$ cat config.mk
export PLATFORM = sky130hd
export DESIGN_NAME = rate_divider
export DESIGN_NICKNAME = d
export VERILOG_FILES = /design/src/rtl/rate_pkg.sv /design/src/rtl/rate_load_lut.sv /design/src/rtl/rate_divider.sv
export SDC_FILE = /design/constraint.sdc
export NUM_CORES = 1
export LEC_CHECK = 0
export ABC_CLOCK_PERIOD_IN_PS = 2200
export CORE_ASPECT_RATIO = 1.5
export CORE_MARGIN = 2
export CORE_UTILIZATION = 35
export CTS_CLUSTER_SIZE = 28
export DETAILED_ROUTE_END_ITERATION = 7
export GPL_TIMING_DRIVEN = 0
export PLACE_DENSITY = 0.67
export SYNTH_ARGS = -nofsm -noshare
export SYNTH_HDL_FRONTEND = slang
export SYNTH_SLANG_ARGS = --single-unit
$ cat constraint.sdc
create_clock -name clock -period 2.2 [get_ports clock]
set_clock_uncertainty 0.2 [all_clocks]
set_input_delay 0.33 -clock clock [delete_from_list [all_inputs] [get_ports clock]]
set_output_delay 0.33 -clock clock [all_outputs]
set_load 0.03 [all_outputs]
$ cat src/rtl/rate_pkg.sv
// Shared definitions for the rate divider: speed encodings and the
// reload-value function that turns a speed select into a down-counter load.
package rate_pkg;

   typedef enum logic [1:0] {
      SPEED_FULL    = 2'b00,
      SPEED_1HZ     = 2'b01,
      SPEED_HALF    = 2'b10,
      SPEED_QUARTER = 2'b11
   } speed_e;

   // Load L(speed) = period - 1, reduced to the low `width` bits of the counter.
   function automatic logic [63:0] load_value(input speed_e speed,
                                              input logic [63:0] clock_hz,
                                              input int width);
      logic [63:0] raw;
      logic [63:0] mask;
      case (speed)
         SPEED_FULL:    raw = 64'd0;
         SPEED_1HZ:     raw = clock_hz - 64'd1;
         SPEED_HALF:    raw = (clock_hz << 1) - 64'd1;
         SPEED_QUARTER: raw = (clock_hz << 2) - 64'd1;
         default:       raw = 64'd0;
      endcase
      mask = (64'd1 << width) - 64'd1;
      return raw & mask;
   endfunction

endpackage

$ cat src/rtl/rate_load_lut.sv
// Combinational speed-to-load lookup used for every down-counter reload.
module rate_load_lut
   import rate_pkg::*;
#(
   parameter int CLOCK_HZ = 50000000,
   parameter int WIDTH    = 28
) (
   input  logic [1:0]       speed,
   output logic [WIDTH-1:0] load
);

   always_comb begin
      load = WIDTH'(load_value(speed_e'(speed), 64'(CLOCK_HZ), WIDTH));
   end

endmodule

$ cat src/rtl/rate_divider.sv
// Clock-rate divider: down-counter with parallel load that emits a registered
// single-cycle pulse each period; a speed change restarts the period.
module rate_divider
   import rate_pkg::*;
#(
   parameter int CLOCK_HZ = 50000000,
   parameter int WIDTH    = 28
) (
   input  logic             clock,
   input  logic             reset,
   input  logic             enable,
   input  logic [1:0]       speed,
   output logic             pulse,
   output logic [WIDTH-1:0] count
);

   localparam logic [63:0] MAX_LOAD = (64'(CLOCK_HZ) << 2) - 64'd1;

   if (WIDTH < 64 && MAX_LOAD >= (64'd1 << WIDTH)) begin : g_cfg_check
      $error("rate_divider: WIDTH too small to hold 4*CLOCK_HZ-1");
   end

   logic [WIDTH-1:0] cnt_q, cnt_d;
   logic [1:0]       speed_q, speed_d;
   logic             pulse_q, pulse_d;
   logic [WIDTH-1:0] load_raw;
   logic [WIDTH-1:0] load_wrap;

   // Raw speed feeds reset and speed-change reloads; speed_q feeds the wrap reload.
   rate_load_lut #(.CLOCK_HZ(CLOCK_HZ), .WIDTH(WIDTH)) u_lut_raw (
      .speed (speed),
      .load  (load_raw)
   );

   rate_load_lut #(.CLOCK_HZ(CLOCK_HZ), .WIDTH(WIDTH)) u_lut_wrap (
      .speed (speed_q),
      .load  (load_wrap)
   );

   always_comb begin
      cnt_d   = cnt_q;
      speed_d = speed_q;
      pulse_d = 1'b0;
      if (speed != speed_q) begin
         speed_d = speed;
         cnt_d   = load_raw;
      end else if (!enable) begin
         cnt_d = cnt_q;
      end else if (cnt_q == {WIDTH{1'b0}}) begin
         pulse_d = 1'b1;
         cnt_d   = load_wrap;
      end else begin
         cnt_d = cnt_q - {{(WIDTH-1){1'b0}}, 1'b1};
      end
   end

   always_ff @(posedge clock) begin
      if (reset) begin
         cnt_q   <= load_raw;
         speed_q <= speed;
         pulse_q <= 1'b0;
      end else begin
         cnt_q   <= cnt_d;
         speed_q <= speed_d;
         pulse_q <= pulse_d;
      end
   end

   assign pulse = pulse_q;
   assign count = cnt_q;

endmodule
# After elaboration in Yosys (flattened, before gate mapping)
# Index checks and enable logic that the tools add are counted.
# word_totals
output_inout_bits,29
ff_bits,31
inputBits,5
# op_classes
n_mux,9
eq_ne,7
reduce_logical,6
bitwise,1
n_addsub,1
# op_table
op,n
28-bit case mux with 4 select lines,2
28-bit two-way mux,4
28-bit zero test,1
28-bit by 1-bit subtractor with 28-bit output (second input constant),1
2-bit == test (second input constant),4
2-bit by 1-bit == test with 1-bit output (second input constant),2
2-bit zero test,2
2-bit two-way mux,2
3-bit nonzero test,1
3-bit OR reduction,1
2-bit != test,1
2-bit nonzero test,1
1-bit two-way mux,1
1-bit inverter,1

# Logic depth before layout (Yosys ltp)
# logic_depth
ltp_word,6
depth_mapped,9
depth_no_buf,7

# Modules after synthesis
# From an unflattened synthesis, not the netlist that was laid out.
# hier_totals
hier_cells,294
hier_area_um2,2738.9
# modules_own_cells
mod,cells_each,n_inst,area_per_inst_um2,seq_area_each_um2
rate_divider,228,1,2210.9,920.9
rate_load_lut,33,2,264.0,0.0

# Least setup slack after synthesis
# OpenSTA, ideal clock, no wires.
# synth_timing
path_type,register -> register
startpoint,"reg cnt_q[0], in the netlist count[0]"
endpoint,"reg cnt_q[20], in the netlist count[20], data pin"
n_path_buf,0
t_required_ns,1.739
t_arrival_ns,2.034
setup_time_ns,0.261
slack_ns,-0.295
synth_period_minus_slack_ns,2.495
stages_incl_launch_ff,8
cell_sequence,edfxtp_1 > inv_1 > ha_1 > nor4b_4 > nand4_1 > o31a_1 > nor3_1 > o21ai_1
# synth_via
elab_chain_len,5
elab_cells_between_ends,6
# synth_lines
element,line_no,source
from (decl),rate_divider.sv:23,"logic [WIDTH-1:0] cnt_q, cnt_d;"
from (signal assigned),rate_divider.sv:59,cnt_q <= load_raw;
from (signal assigned),rate_divider.sv:63,cnt_q <= cnt_d;
28-bit by 1-bit subtractor with 28-bit output or 28-bit zero test (tied branches),"rate_divider.sv:53, rate_divider.sv:49",
28-bit two-way mux (*),rate_divider.sv:49,end else if (cnt_q == {WIDTH{1'b0}}) begin
28-bit two-way mux (*),rate_divider.sv:47,end else if (!enable) begin
28-bit two-way mux (*),rate_divider.sv:44,if (speed != speed_q) begin
28-bit two-way mux (*),rate_divider.sv:58,if (reset) begin
# Every way passes the cells marked *; elsewhere a longest branch is shown, timed or not. The select of a mux whose other input is x is not followed.
# A chain may end at the register's enable or synchronous reset.

# Final worst setup path
# layout_timing
startpoint,"reg cnt_q[0], in the netlist count[0]"
endpoint,"reg cnt_q[21], in the netlist count[21], data pin"
# The elaborated chain is that of the path after synthesis.

==> metrics.md <==
| Metric | Value |
|---|---|
| Pwr dens | 625 mW/mm^2 |
| Biggest area consumer among synthesized cells | sky130_fd_sc_hd__edfxtp_1 |
| Dominant delay contributor by cell family on the critical path | simple AND/OR/NAND/NOR gates |
| DRC violation count after routing | 0 |
| Clk Latency, worst-skew pair | 0.29 ns |
| Internal power summed over all cells | 1.32 mW |
| Logic gate share of total power | 36.1% |
| Maximum number of pins on one net before global-route repair | 15 |
| Net Count, Synth | 234 |
| Count of pins on the block boundary | 34 |
| Clock transition at path regs | 0.07 ns |
| Startpoint Class | flip-flop |
| Clock tree from TritonCTS | yes |
| Outcome | complete, but fails checks |
| Sinks on Clock Net | 31 |
| Slowest CP cell | sky130_fd_sc_hd__edfxtp_1 |
| Number of synthesized register bits | 31 |
| Minimum clock period | 2.27 ns |
| Total overflow reported by the global router | 0 |
| Clock tree buffer depth | 2 |
| Crit path capture type | flip-flop |
| Die Area | 0.00685 sq mm |
| Commonest cells post-synth | sky130_fd_sc_hd__edfxtp_1, sky130_fd_sc_hd__nor2_1, sky130_fd_sc_hd__nor3_1, sky130_fd_sc_hd__o21ai_0, sky130_fd_sc_hd__o21ai_1 |
| Sequential fraction of design power | 40.7% |
| Number of buffers added on ports | 33 |
| Total Nets Final | 320 |
| Die width | 68.2 um |
| Inserted Clock Buffers | 5 |
| Primary flip-flop cell chosen by synthesis mapping | sky130_fd_sc_hd__edfxtp_1 |
| Number of synthesized flops with an enable pin | 30 |
| Placement row count | 35 |
| Maximum single-stage delay on the critical path | 0.40 ns |
| Distinct cells, synth | 49 |
| Most frequent cell after synthesis | sky130_fd_sc_hd__edfxtp_1 |
| Max-slew headroom at the worst pin | 69.7% |
| Part of the total power dissipated in the clock network | 23.2% |
| Final HPWL from detailed placement | 4030 um |
| Net Switching | 0.746 mW |
| Setup repair after global routing missed its margin | yes |
| Number of inserted diodes | 0 |
| Core area | 0.00609 sq mm |
| P_leak | 1.26 nW |
| Post-Syn Instances | 219 |
| Max-slew violation count | 0 |
| DR vias/cell | 5.60 |
| Average cell area after synthesis | 9.90 sq um |
| Seq/Total Area, Yosys | 42.5% |
| Post-synthesis instance area | 0.00217 sq mm |
| Cell Chain, Critical Path | buf_4 > buf_4 > nor4_4 > buf_4 > nand3_4 > o31a_1 > nor3_2 > o21ai_2 |
| Routed WL | 6690 um |
| GRT Resource Usage Total | 19.0% |
| Count of antenna-violating nets left after detailed routing | 0 |
| DR iter-0 viols | 179 |
| Endpoints failing hold | 0 |
| Post-route setup slack | -0.0700 ns |
| Final Hold Slack | 0.207 ns |
| Htree depth | 2 |
| Via count of the first global-routing pass | 1904 |
| Required time at the worst-slack endpoint | 2.04 ns |
| Most common cell on crit path | sky130_fd_sc_hd__buf_4 |
| VDD IR max | 310 uV |
| Final Power | 2.06 mW |
| Worst slew pin tran | 0.453 ns |
| Final period utilization | 103% |
| Failing checks | negative setup slack |
| Count of non-filler cells in the finished layout | 380 |
| Number of endpoints failing setup at the final stage | 14 |
| Critical path buffers and inverters | 3 |
| Chip Height | 100 um |
| YS warnings | 0 |
| Pre-Repair DR Iteration Count | 5 |
| Ratio of cells with drive above 1 in the final layout | 35.3% |
| Switching share of power | 36.1% |
| Cell types occupying the most area after synthesis | sky130_fd_sc_hd__edfxtp_1, sky130_fd_sc_hd__ha_1, sky130_fd_sc_hd__nor2_1 |
| Layout overhead on the synthesized area | 52.3% |
| Worst Path Class, Setup | flip-flop to flip-flop |
| WP data arrival | 2.11 ns |
| Routed WL per cell | 17.6 um |
| Cell count after placement | 326 |
| Fraction of registers with async set/reset | 0% |
| Area share of the largest cell type after synthesis | 41.6% |
| Max-Cap Viols | 0 |
| Number of hold buffers added after cts | 0 |
| Clock Root Buffer | sky130_fd_sc_hd__clkbuf_8 |
| Number of antenna violations at the first check in global routing | 0 |
| Total number of vias | 2128 |
| Fmax | 0.441 GHz |
| Final-layout setup total negative slack | -0.607 ns |
| Wire length of the first global-routing pass | 9580 um |
| Effective utilization at floorplan | 35.6% |
| Worst setup timing slack at the placement stage | -0.710 ns |
| Worst-path fanout max | 7 |
| GP Congestion | 0.915 |
| Hold crit path type | primary input to flip-flop |
metrics by stage:
| stage | util [%] | cell area, sq um |
|---|---|---|
| after floorplan | - | 2180 |
| after global placement | 42.8 | 2610 |
| after detailed placement | 42.8 | 2610 |
| after CTS | 49.6 | 3020 |
| after global routing | 54.2 | 3300 |
| final | 54.2 | 3300 |
repair_timing:
item / 4_1_cts / 5_1_grt
endpoints found under the setup margin: 56 / 53
buffers inserted: 23 / 21
pin swaps: 5 / 25
gates cloned: 1 / 3
gates resized for setup: 30 / 28
path summary, 6_finish.rpt:
path	from	endpoint	slack, ns	depth (start not counted)
max	count[0]	count[21]	-0.07	8
max reg2reg	count[0]	count[21]	-0.07	8
min reg2reg	count[25]	count[25]	0.54	2
min	speed[1]	speed_q[1]	0.21	1
worst register-to-register path, stage by stage, from the launching register on:
cell and delay (ns):
sky130_fd_sc_hd__edfxtp_1 0.40, sky130_fd_sc_hd__buf_4 0.15, sky130_fd_sc_hd__buf_4 0.14, sky130_fd_sc_hd__nor4_4 0.21, sky130_fd_sc_hd__buf_4 0.19, sky130_fd_sc_hd__nand3_4 0.12, sky130_fd_sc_hd__o31a_1 0.34, sky130_fd_sc_hd__nor3_2 0.19
sky130_fd_sc_hd__o21ai_2 0.08
state kept, by name, summed over array words and instances (netlist names):
| name | flops |
|---|---|
| count | 28 |
| speed_q | 2 |
| pulse | 1 |
layout by cell type (no fill, tap or decap), drive strengths merged, types with 7 or more instances in the layout:
cell	n
buf	46
clkbuf	9
nand2	10
o21ai	28
nor4	7
nand3	8
inv	8
nor3	21
nor2	25
edfxtp	30
ha	10
clkdlybuf4s50	32
xnor2	10
power by group through the flow:
stage | clock network [mW] | registers (mW) | logic (mW)
2_1_floorplan | 0 | 0.979 | 0.219
3_3_place_gp | 0 | 0.870 | 0.541
5_1_grt | 0.508 | 0.848 | 0.794
6_report | 0.479 | 0.840 | 0.745
3_5_place_dp | 0 | 0.873 | 0.545
4_1_cts | 0.484 | 0.839 | 0.668
cell type report:
| type | count | area (sq um) |
|---|---|---|
| multi-input cells | 177 | 1430 |
| inverters | 9 | 35.0 |
| clock inverters | 1 | 5.00 |
| well taps | 74 | 92.6 |
| repair buffers | 78 | 699 |
| clock buffers | 7 | 86.3 |
| plain buffers | 3 | 31.3 |
| fillers | 520 | 2790 |
| flip-flops and latches | 31 | 921 |
kinds of logic (layout without fill, tap and decap cells):
family | after synthesis | after routing | synth area share [%]
AOI/OAI and AO/OA | 50 | 50 | 14.4
xor gates and xnor gates | 15 | 15 | 6.06
adders and majority gates | 10 | 10 | 5.77
buffers and inverters | 14 | 98 | 3.46
DFF | 31 | 31 | 42.5
muxes | 1 | 1 | 0.462
and+or+nand+nor | 98 | 101 | 27.4
routing by layer:
layer,up-vias,track usage [%],wire [um]
li1,1001,-,-
met1,1024,22.7,2650
met2,81,31.6,3440
met3,22,3.03,298
met4,0,10.3,303
met5,-,0,0
Note: power is estimated with default switching activity, not from simulation.
